### src/rtl/cpu_div_pkg.sv
// Shared types and constants for the DIV sequencer and its HI/LO register file.
package cpu_div_pkg;

  typedef enum logic [1:0] {
    IDLE    = 2'd0,
    CLEAR   = 2'd1,
    RUN     = 2'd2,
    CAPTURE = 2'd3
  } div_state_t;

  // Cycles the 32-bit iterative divider needs after its restart pulse.
  localparam int unsigned DEF_DIV_LATENCY = 34;

  localparam logic RD_LO = 1'b0;
  localparam logic RD_HI = 1'b1;

endpackage

### src/rtl/hilo_regs.sv
// Architectural HI/LO registers: divider capture, mthi/mtlo writes, mfhi/mflo read mux.
module hilo_regs
  import cpu_div_pkg::*;
#(
  parameter int unsigned WIDTH = 32
) (
  input  logic             clk,
  input  logic             reset,
  input  logic             wr_en,
  input  logic             hi_we,
  input  logic             lo_we,
  input  logic [WIDTH-1:0] wdata,
  input  logic             cap_en,
  input  logic [WIDTH-1:0] cap_hi,
  input  logic [WIDTH-1:0] cap_lo,
  input  logic             rd_sel,
  output logic [WIDTH-1:0] rd_data
);

  logic [WIDTH-1:0] hi;
  logic [WIDTH-1:0] lo;

  // Capture and mthi/mtlo cannot coincide: writes are only enabled while idle.
  always_ff @(posedge clk or negedge reset) begin
    if (!reset) begin
      hi <= '0;
      lo <= '0;
    end else if (cap_en) begin
      hi <= cap_hi;
      lo <= cap_lo;
    end else if (wr_en) begin
      if (hi_we) hi <= wdata;
      if (lo_we) lo <= wdata;
    end
  end

  always_comb begin
    rd_data = (rd_sel == RD_HI) ? hi : lo;
  end

endmodule

### src/rtl/div_hilo_ctrl.sv
// DIV sequencer: latches operands, restarts the divider, waits its latency, captures HI/LO.
// Optional DIV0_SHORTCUT_EN: a zero divisor bypasses the divider and flags the exception at once.
module div_hilo_ctrl
  import cpu_div_pkg::*;
#(
  parameter int unsigned WIDTH       = 32,
  parameter int unsigned DIV_LATENCY = DEF_DIV_LATENCY,
  parameter int unsigned CNT_W       = 6
) (
  input  logic             clk,
  input  logic             reset,
  input  logic             start,
  input  logic [WIDTH-1:0] dividend,
  input  logic [WIDTH-1:0] divisor,
  output logic [WIDTH-1:0] div_dividend,
  output logic [WIDTH-1:0] div_divisor,
  output logic             div_reset,
  input  logic [WIDTH-1:0] div_hi,
  input  logic [WIDTH-1:0] div_lo,
  input  logic             div_exception,
  input  logic             hi_we,
  input  logic             lo_we,
  input  logic [WIDTH-1:0] wdata,
  input  logic             rd_sel,
  output logic [WIDTH-1:0] rd_data,
  output logic             busy,
  output logic             done,
  output logic             exception
);

  localparam logic [CNT_W-1:0] CNT_LAST = CNT_W'(DIV_LATENCY - 1);

  div_state_t       state;
  div_state_t       state_nxt;
  logic [CNT_W-1:0] cnt;
  logic             accept;
  logic             exc_now;
  logic             is_idle;

  assign is_idle = (state == IDLE);
  assign accept  = is_idle && start;

`ifdef DIV0_SHORTCUT_EN
  logic force_exc;

  always_ff @(posedge clk or negedge reset) begin
    if (!reset)      force_exc <= 1'b0;
    else if (accept) force_exc <= (divisor == '0);
  end

  assign exc_now = div_exception || force_exc;
`else
  assign exc_now = div_exception;
`endif

  always_ff @(posedge clk or negedge reset) begin
    if (!reset) state <= IDLE;
    else        state <= state_nxt;
  end

  always_comb begin
    state_nxt = state;
    case (state)
      IDLE: begin
        if (start) begin
`ifdef DIV0_SHORTCUT_EN
          state_nxt = (divisor == '0) ? CAPTURE : CLEAR;
`else
          state_nxt = CLEAR;
`endif
        end
      end
      CLEAR:   state_nxt = RUN;
      RUN:     if (cnt == CNT_LAST) state_nxt = CAPTURE;
      CAPTURE: state_nxt = IDLE;
      default: state_nxt = IDLE;
    endcase
  end

  always_ff @(posedge clk or negedge reset) begin
    if (!reset) begin
      cnt          <= '0;
      div_dividend <= '0;
      div_divisor  <= '0;
      done         <= 1'b0;
      exception    <= 1'b0;
    end else begin
      done <= (state == CAPTURE);
      if (state == CLEAR)    cnt <= '0;
      else if (state == RUN) cnt <= cnt + CNT_W'(1);
      if (accept) begin
        div_dividend <= dividend;
        div_divisor  <= divisor;
        exception    <= 1'b0;
      end else if ((state == CAPTURE) && exc_now) begin
        exception <= 1'b1;
      end
    end
  end

  // The restart pulse is also held while the block itself is in reset.
  assign div_reset = !reset || (state == CLEAR);
  assign busy      = !is_idle;

  hilo_regs #(
    .WIDTH (WIDTH)
  ) u_hilo_regs (
    .clk     (clk),
    .reset   (reset),
    .wr_en   (is_idle),
    .hi_we   (hi_we),
    .lo_we   (lo_we),
    .wdata   (wdata),
    .cap_en  ((state == CAPTURE) && !exc_now),
    .cap_hi  (div_hi),
    .cap_lo  (div_lo),
    .rd_sel  (rd_sel),
    .rd_data (rd_data)
  );

endmodule

### config.mk
export PLATFORM = sky130hd
export DESIGN_NAME = div_hilo_ctrl
export DESIGN_NICKNAME = d
export VERILOG_FILES = /design/src/rtl/cpu_div_pkg.sv /design/src/rtl/hilo_regs.sv /design/src/rtl/div_hilo_ctrl.sv
export SDC_FILE = /design/constraint.sdc
export NUM_CORES = 1
export LEC_CHECK = 0
export ABC_AREA = 0
export CAP_MARGIN = 20
export CORE_MARGIN = 1.5
export CORE_UTILIZATION = 45
export CTS_BUF_LIST = sky130_fd_sc_hd__clkbuf_8
export CTS_CLUSTER_SIZE = 24
export DETAILED_ROUTE_END_ITERATION = 12
export GPL_ROUTABILITY_DRIVEN = 0
export MAX_ROUTING_LAYER = met4
export PLACE_DENSITY = 0.83
export SETUP_SLACK_MARGIN = 0.15
export SLEW_MARGIN = 20
export SYNTH_ARGS = -nofsm -noshare
export SYNTH_HDL_FRONTEND = slang
export SYNTH_SLANG_ARGS = --single-unit
### constraint.sdc
create_clock -name clk -period 2.16 [get_ports clk]
set_input_delay 0.216 -clock clk [delete_from_list [all_inputs] [get_ports clk]]
set_output_delay 0.216 -clock clk [all_outputs]
set_load 0.02 [all_outputs]
## Word level (Yosys, flattened, before mapping)

Index checks and enable logic that the tools add are counted.

| word-level totals | value |
|---|---|
| flip-flop bits (word level) | 138 |
| word-level logic and storage cells | 45 |
| output and inout port bits | 100 |

| operators by class | value |
|---|---|
| $add $sub $neg | 1 |
| reductions and logical operators | 16 |
| multiplexer cells | 14 |
| equality and inequality tests | 6 |

Operators by type and width:

| operator | count |
|---|---|
| 2-to-1 mux 32 bit | 7 |
| 2-to-1 mux 6 bit | 2 |
| nonzero test 2 bit | 5 |
| case mux 2 bit (4 select lines) | 1 |
| adder 6 x 1 -> 6 bit (second input constant) | 1 |
| == test 6 bit (second input constant) | 1 |
| AND reduction 2 bit | 3 |
| == test 2 bit (second input constant) | 2 |
| 2-to-1 mux 2 bit | 2 |
| inequality test 2 bit (second input constant) | 2 |
| logical AND 1 bit | 3 |
| logical NOT 1 bit | 3 |
| == test 2 x 1 -> 1 bit (second input constant) | 1 |
| logical NOT 2 bit | 1 |
| 2-to-1 mux 1 bit | 2 |
| logical OR 1 bit | 1 |

## Depth between registers and ports, before layout

Gate-level depths: netlist of run 1.

| logic depth | value |
|---|---|
| depth after elaboration | 4 |
| gate-level depth with buffers | 7 |
| gate-level depth less buffers | 5 |

## Hierarchy

From an unflattened synthesis of run 1, not the netlist that was laid out.

| second synthesis, totals | value |
|---|---|
| cell total of the unflattened synthesis | 624 |
| area total of the unflattened synthesis | 7206.9 sq um |

Modules (own cells, without submodules):

| module | instances | seq. area each (sq um) | cells an instance | area an instance (sq um) |
|---|---|---|---|---|
| hilo_regs | 1 | 1601.5 | 435 | 4295.4 |
| div_hilo_ctrl | 1 | 1851.8 | 189 | 2911.5 |

## Least setup slack after synthesis of run 1

OpenSTA, ideal clock, no wires.

| timing path | value |
|---|---|
| path type | reg2reg |
| start point | reg state[0] |
| end point | reg u_hilo_regs.hi[10] |
| buffers on the path | 2 |
| arrival | 1.561 ns |
| library setup time | 0.125 ns |
| cell stages (with the launch flop) | 7 |
| data required time | 2.035 ns |
| slack | 0.474 ns |
| cell sequence | dfrtp_1 -> ha_1 -> nor2b_1 -> buf_6 -> a21oi_2 -> buf_4 -> mux2_2 |

| on the way | value |
|---|---|
| longest elaborated chain between the ends | 4 |

Ends and longest elaborated chain:

| element | line | source |
|---|---|---|
| start: declaration | div_hilo_ctrl.sv:33 | `div_state_t state;` |
| start signal: assignment | div_hilo_ctrl.sv:58 | `else state <= state_nxt;` |
| == test 2 bit | div_hilo_ctrl.sv:114 | `.cap_en ((state == CAPTURE) && !exc_now),` |
| logical AND 1 bit | div_hilo_ctrl.sv:114 |  |
| nonzero test 2 bit (no source line) | -- |  |
| AND reduction 2 bit (no source line) | -- |  |
| end signal: assignment | hilo_regs.sv:29 | `hi <= cap_hi;` |
| end signal: assignment | hilo_regs.sv:32 | `if (hi_we) hi <= wdata;` |
| end: declaration | hilo_regs.sv:20 | `logic [WIDTH-1:0] hi;` |

Several ways; a longest one is shown, not always the timed one.
A chain may end at the register's enable or synchronous reset.

## Final worst setup path of run 1

| timing path | value |
|---|---|
| start point | reg state[1] |
| end point | out div_reset |

| on the way | value |
|---|---|
| longest elaborated chain between the ends | 2 |

Ends and longest elaborated chain:

| element | line | source |
|---|---|---|
| == test 2 x 1 -> 1 bit | div_hilo_ctrl.sv:102 | `assign div_reset = !reset \|\| (state == CLEAR);` |
| logical OR 1 bit | div_hilo_ctrl.sv:102 |  |
| end: declaration | div_hilo_ctrl.sv:17 | `output logic div_reset,` |

Every way passes these cells.

==> results of run 1 <==
[worst paths after layout]
| path | cells past startpoint | end | from | slack (ps) |
|---|---|---|---|---|
| max reg2reg | 5 | u_hilo_regs.hi[31] | state[0] | 240 |
| max | 4 | div_reset | state[1] | 200 |
| min | 3 | u_hilo_regs.lo[19] | div_lo[19] | 320 |
| max in group asynchronous | 3 | cnt[5] | reset | 1110 |
| min in group asynchronous | 3 | u_hilo_regs.hi[8] | reset | 460 |
| min reg2reg | 1 | div_dividend[17] | div_dividend[17] | 510 |
[cells in the final DEF, fill, tap and decap left out, drive strengths merged, types with 2 or more instances in the layout]
cell type | synthesis | layout
clkdlybuf4s50 | 0 | 235
mux2 | 162 | 162
dfrtp | 138 | 138
o21ai | 36 | 36
nand2 | 36 | 36
mux2i | 33 | 33
dlygate4sd2 | 0 | 22
clkbuf | 7 | 21
buf | 21 | 12
dlymetal6s2s | 0 | 8
inv | 5 | 8
ha | 7 | 7
clkinvlp | 0 | 5
a21oi | 4 | 4
nor2b | 3 | 3
clkinv | 0 | 3
o2bb2ai | 2 | 2
or3 | 2 | 2
bufinv | 0 | 2
[cell type report]
class                   instances  area (sq um)
clock buffers                  19         261.5
well taps                     180         225.2
clock inverters                13         142.6
inverters                       5         18.77
fillers                       973          4131
flip-flops and latches        138          3453
repair buffers                280          2887
multi-input cells             297          2869
[stage by stage]
| step | cell area [sq um] | std cells | hold WS (ps) |
|---|---|---|---|
| 6_report | 9857 | 932 | 322.4 |
| 4_1_cts | 9772 | 928 | 293.1 |
| 5_1_grt | 9857 | 932 | 325.4 |
| 3_3_place_gp | 9370 | 895 | 397.7 |
| 3_5_place_dp | 9370 | 895 | 414.7 |
| 2_1_floorplan | 6476 | 468 | -79.59 |
[power by group through the flow]
stage,combinational (mW),clock [mW],sequential (mW)
after floorplan,3.33,0,5.27
after global placement,6.87,0,4.63
after detailed placement,7.06,0,4.69
after CTS,7.00,2.19,4.67
after global routing,7.46,2.30,4.81
final,6.98,2.14,4.68
[synth_stat cells]
library cell  count
or3_1             2
a21oi_2           1
ha_1              7
mux2i_1          33
o21ai_0          36
dfrtp_1         138
o32ai_1           1
buf_4             3
a21boi_0          1
o32a_1            1
clkbuf_1          7
nand4_1           1
mux2_4           32
o2bb2ai_1         2
mux2_1            2
and2_1            1
nand2_1          36
mux2_2          128
buf_2            13
nor2_1            1
a21oi_1           3
nor2b_1           3
nand3_1           1
and3b_1           1
xor2_1            1
a22oi_1           1
nor3_1            1
buf_6             5
inv_1             5
nand2b_1          1
[registers in the layout, summed over array words and instances (netlist names)]
register        cells
div_dividend       32
div_divisor        32
u_hilo_regs.hi     32
u_hilo_regs.lo     32
cnt                 6
state               2
done                1
exception           1
[repair_timing]
item | in CTS | in global routing
gates resized for setup | 25 | 8
endpoints found under the setup margin | 34 | 39
pin swaps | 0 | 0
hold buffers | 1 | 0
endpoints found under the hold margin | 138 | 0
buffers inserted | 0 | 2
gates cloned | 0 | 2
[cells by family (layout without fill, tap and decap cells)]
group           after synthesis  after routing
compound gates               46             46
xor+xnor                      1              1
fa+ha+maj                     7              7
buf+inv                      33            317
flops                       138            138
mux                         195            195
simple gates                 48             48
[layer usage]
metal  share of wire (%)  vias to the layer above
met5                   0                        -
met4                 1.3                        0
met3                 9.7                       19
met2                  51                      194
met1                  38                     2373
li1                    -                     2196
[worst max-delay path, delay by kind of cell (launching register included)]
family,cells,cell delay (ps)
adders and majority gates,1,280
buffers and inverters,2,490
DFF,1,410
and+or+nand+nor,1,120
==> reports/metrics.yaml, run 1 <==
die:
  die_h_um: 123.0
  initial_utilization_pct: 46.30
  io-pin-count: 267
  die_x_um: 123.0
  num_rows: 43
  die_area_sq_mm: 0.01512
  core_area_sq_mm: 0.01399
setup_path:
  worstPathMaxFanout: 7
  critical_path_class: "reg -> out"
  cp_slowest_cell: "dfrtp_1"
  arrival_ps: 1750
  start_kind: "flop"
  worstSetupEndpointType: "output pin"
  cpPeakStageDelay_ps: 410
  required_ps: 1940
  path_cells: "inv_1 > ha_2 > nand2b_1 > dlygate4sd2_1"
timing:
  finalHoldViolations: 0
  finalCritPeriodShare_pct: 90.82
  fin_skew_ps: 7.013
  clock.fmax_mhz: 509.8
  rsz0062_at_grt: "yes"
  layout_min_cycle_time_ps: 1962
  slew_viol_final: 0
  maxSlewHeadroom_pct: 49.80
  setup_viol: 0
  tightest_slew_ps: 753.0
  fin_ws_ps: 198.3
  tns_ps: 0
global_routing:
  grt_pass1_wl_mm: 26.72
  grt.total_usage_pct: 24.43
  top_usage_layer: "met2"
  grt_pass1_vias: 5248
  grt_overflow: 0
  grtUsageMet2_pct: 42.64
  met3_usage_pct: 9.917
  antenna_found_initial: 0
  use_met1_pct: 25.08
  grt_max_degree: 139
synthesis:
  yosys.area_share.adder_pct: 1.352
  synth-seq-area-share_pct: 53.32
  synth_top_family_by_area: "multiplexers"
  synth_fp_nets: 642
  muxShareOfSynthArea_pct: 35.12
  ys.warnings.count: 0
  synthTopCellsByArea: "dfrtp_1 (53%), mux2_2 (22%), mux2_4 (7.4%), mux2i_1 (5.1%), o21ai_0 (2.8%)"
  yosys.area.top_type: "dfrtp_1"
  synth_compound_area_share_pct: 3.941
  synth.avg_cell_area_sq_um: 13.84
  synth_xor_area_share_pct: 0.1352
  synthCells: 468
  synth-simple-area-share_pct: 3.207
  synth_top_area_share_pct: 53.32
  synth.distinct_cells: 30
  synth_seq_cells: 138
  netlist_area_sq_mm: 0.006476
cells_and_area:
  antennaDiodeCount: 0
  area_growth_pct: 52.20
  drive_gt1_share_pct: 28.19
  nets: 913
  final_util_pct: 70.47
power_and_ir_drop:
  seq_power_share_pct: 33.9
  p_int_mw: 8.759
  power_switching_mw: 5.042
  swShare_pct: 36.53
  power_density_mw_per_mm2: 1400
  pwr-share-comb_pct: 50.6
  power_mw: 13.80
  leakage_nw: 4.371
  irDropWorstVdd_mv: 0.8579
  clockPowerShare_pct: 15.5
job:
  cap_violations: 0
clock_network:
  numCtsBuffers: 17
  clk_latency_ps: 440
  cts_tree: "yes"
  path_clk_slew_ps: 80
  clock_sinks: 138
  cts_buffer_depth: 2
  clock-root-buffer: "clkbuf_8"
  htreeDepth: 4
detailed_routing:
  drtAntennaViolNets: 0
  wire_per_inst_um: 19.59
  drc: 0
  viasPerCell: 5.131
  firstDrtPassIters: 4
  wirelength_mm: 18.26
  drt-initial-drc-count: 162
  via_count: 4782
placed_design:
  pre_cts_slack_ps: 85.41
  numPortBuffers: 266
  hpwlAfterDp_mm: 12.74
run_status:
  status: "complete, no violations"
hold_path:
  hold_path_class: "in -> reg"
(Power assumes the default switching activity.)
==> inputs of run 2 (changes only) <==
- CORE_MARGIN: 1.5 -> 2
==> reports/metrics.yaml, run 2 (synthesis gave the netlist of run 1 again) <==
timing:
  setup_viol: 0
  layout_min_cycle_time_ps: 1884
  fin_ws_ps: 276.3
  clock.fmax_mhz: 530.9
  hold_slack_ps: 339.9
  slew_viol_final: 0
  tightest_slew_ps: 758.3
  fin_skew_ps: 8.693
  finalHoldViolations: 0
  maxSlewHeadroom_pct: 49.45
  finalCritPeriodShare_pct: 87.21
  tns_ps: 0
  rsz0062_at_grt: "no"
setup_path:
  ff2ff_path_depth: 5
  critical-path-top-delay-family: "multiplexers"
  cpPeakStageDelay_ps: 400
  required_ps: 2480
  reg2reg_from: "state[1]"
  r2r-end: "u_hilo_regs.hi[18]"
  arrival_ps: 2200
  worstSetupEndpointType: "flop"
  cp_slowest_cell: "dfrtp_1"
  path_cells: "ha_1 > nor2b_4 > buf_12 > mux2_4 > mux2_2"
  worstPathMaxFanout: 47
  start_kind: "flop"
  startpoint: "state[1]"
  r2r_slack_ps: 280
  path_buf_inv: 1
  critical_path_class: "reg -> reg"
die:
  die_x_um: 124.0
  die_h_um: 124.0
  core_area_sq_mm: 0.01399
  io-pin-count: 267
  num_rows: 43
  initial_utilization_pct: 46.30
  die_area_sq_mm: 0.01537
power_and_ir_drop:
  leakage_nw: 4.418
  power_density_mw_per_mm2: 1419
  irDropWorstVdd_mv: 0.8229
clock_network:
  htreeDepth: 4
  clock-root-buffer: "clkbuf_8"
  path_clk_slew_ps: 80
  cts_tree: "yes"
  clock_sinks: 138
  cts_buffer_depth: 2
  postCtsSetupBuffers: 0
  numCtsBuffers: 17
  clk_latency_ps: 430
global_routing:
  top_usage_layer: "met2"
  met3_usage_pct: 8.929
  grt.total_usage_pct: 24.52
  grt_overflow: 0
  antenna_found_initial: 0
  grt_pass1_wl_mm: 27.34
  grtUsageMet2_pct: 41.55
  grt_pass1_vias: 5324
  use_met1_pct: 27.02
  grt_max_degree: 139
detailed_routing:
  via_count: 4822
  wirelength_mm: 18.15
  drc: 0
  drtAntennaViolNets: 0
  firstDrtPassIters: 4
  viasPerCell: 5.179
  wire_per_inst_um: 19.49
  drt-initial-drc-count: 213
cells_and_area:
  mostFrequentLayoutCell: "clkdlybuf4s50_1"
  final_cells: 931
  drive_gt1_share_pct: 27.96
  antennaDiodeCount: 0
  nets: 912
  final_cell_mix: "clkdlybuf4s50_1 (230), dfrtp_1 (138), mux2_2 (128), o21ai_0 (36), nand2_1 (34)"
  area_growth_pct: 52.96
hold_path:
  hold_depth: 3
  hold_path_class: "in -> reg"
  min_from: "div_lo[26]"
  holdPathEnd: "u_hilo_regs.lo[26]"
placed_design:
  place_inst: 897
  numPortBuffers: 266
  pre_cts_slack_ps: 79.19
  hpwlAfterDp_mm: 13.07
job:
  cap_violations: 0
run_status:
  status: "complete, no violations"
-- run 2: how the worst max path moves through the flow --
| stage | to | slack, ps | cells past startpoint |
|---|---|---|---|
| 6_report | u_hilo_regs.hi[18] | 280 | 5 |
| 5_1_grt | u_hilo_regs.hi[18] | 200 | 5 |
| 4_1_cts | rd_data[15] | 80 | 4 |
| 3_5_place_dp | rd_data[21] | 80 | 4 |
| 3_3_place_gp | rd_data[30] | 100 | 4 |
| 2_1_floorplan | u_hilo_regs.hi[10] | 470 | 6 |
-- run 2: routing by layer --
metal	vias up	share of wire [%]
met5	-	0
met4	0	1.9
met3	25	9.8
met1	2386	38
met2	209	50
li1	2202	-
-- run 2: layout make-up --
type	count	area (sq um)
clock buffers	18	247.7
clock inverters	14	227.7
fillers	1006	4083
inverters	5	18.77
multi-input cells	297	2869
flip-flops and latches	138	3453
well taps	180	225.2
repair buffers	279	2864
-- run 2: power by group --
group          switching (mW)  internal [mW]  leakage, nW  total (mW)
Combinational            3.21           3.70         2.53        6.91
Sequential              0.754           3.92         1.64        4.67
Clock                   0.971           1.51        0.245        2.48
-- run 2: timing repair --
action | in CTS | in global routing
gates resized for setup | 32 | 8
hold buffers | 1 | 0
cloned | 1 | 0
endpoints found under the setup margin | 34 | 22
hold endpoints to repair | 138 | 0
-- run 2: metrics by stage --
step / area, sq um / utilization [%] / total power, mW
global placement: 9398 / 67.18 / 11.53
floorplan: 6476 / - / 8.607
finish: 9906 / 70.81 / 14.06
CTS: 9894 / 70.73 / 14.18
detailed placement: 9398 / 67.18 / 11.78
global route: 9906 / 70.81 / 14.87
-- run 2: worst register-to-register path, cell delays in order, from the launching register on --
cell     delay (ps)
dfrtp_1         400
ha_1            210
nor2b_4         260
buf_12          280
mux2_4          360
mux2_2          270
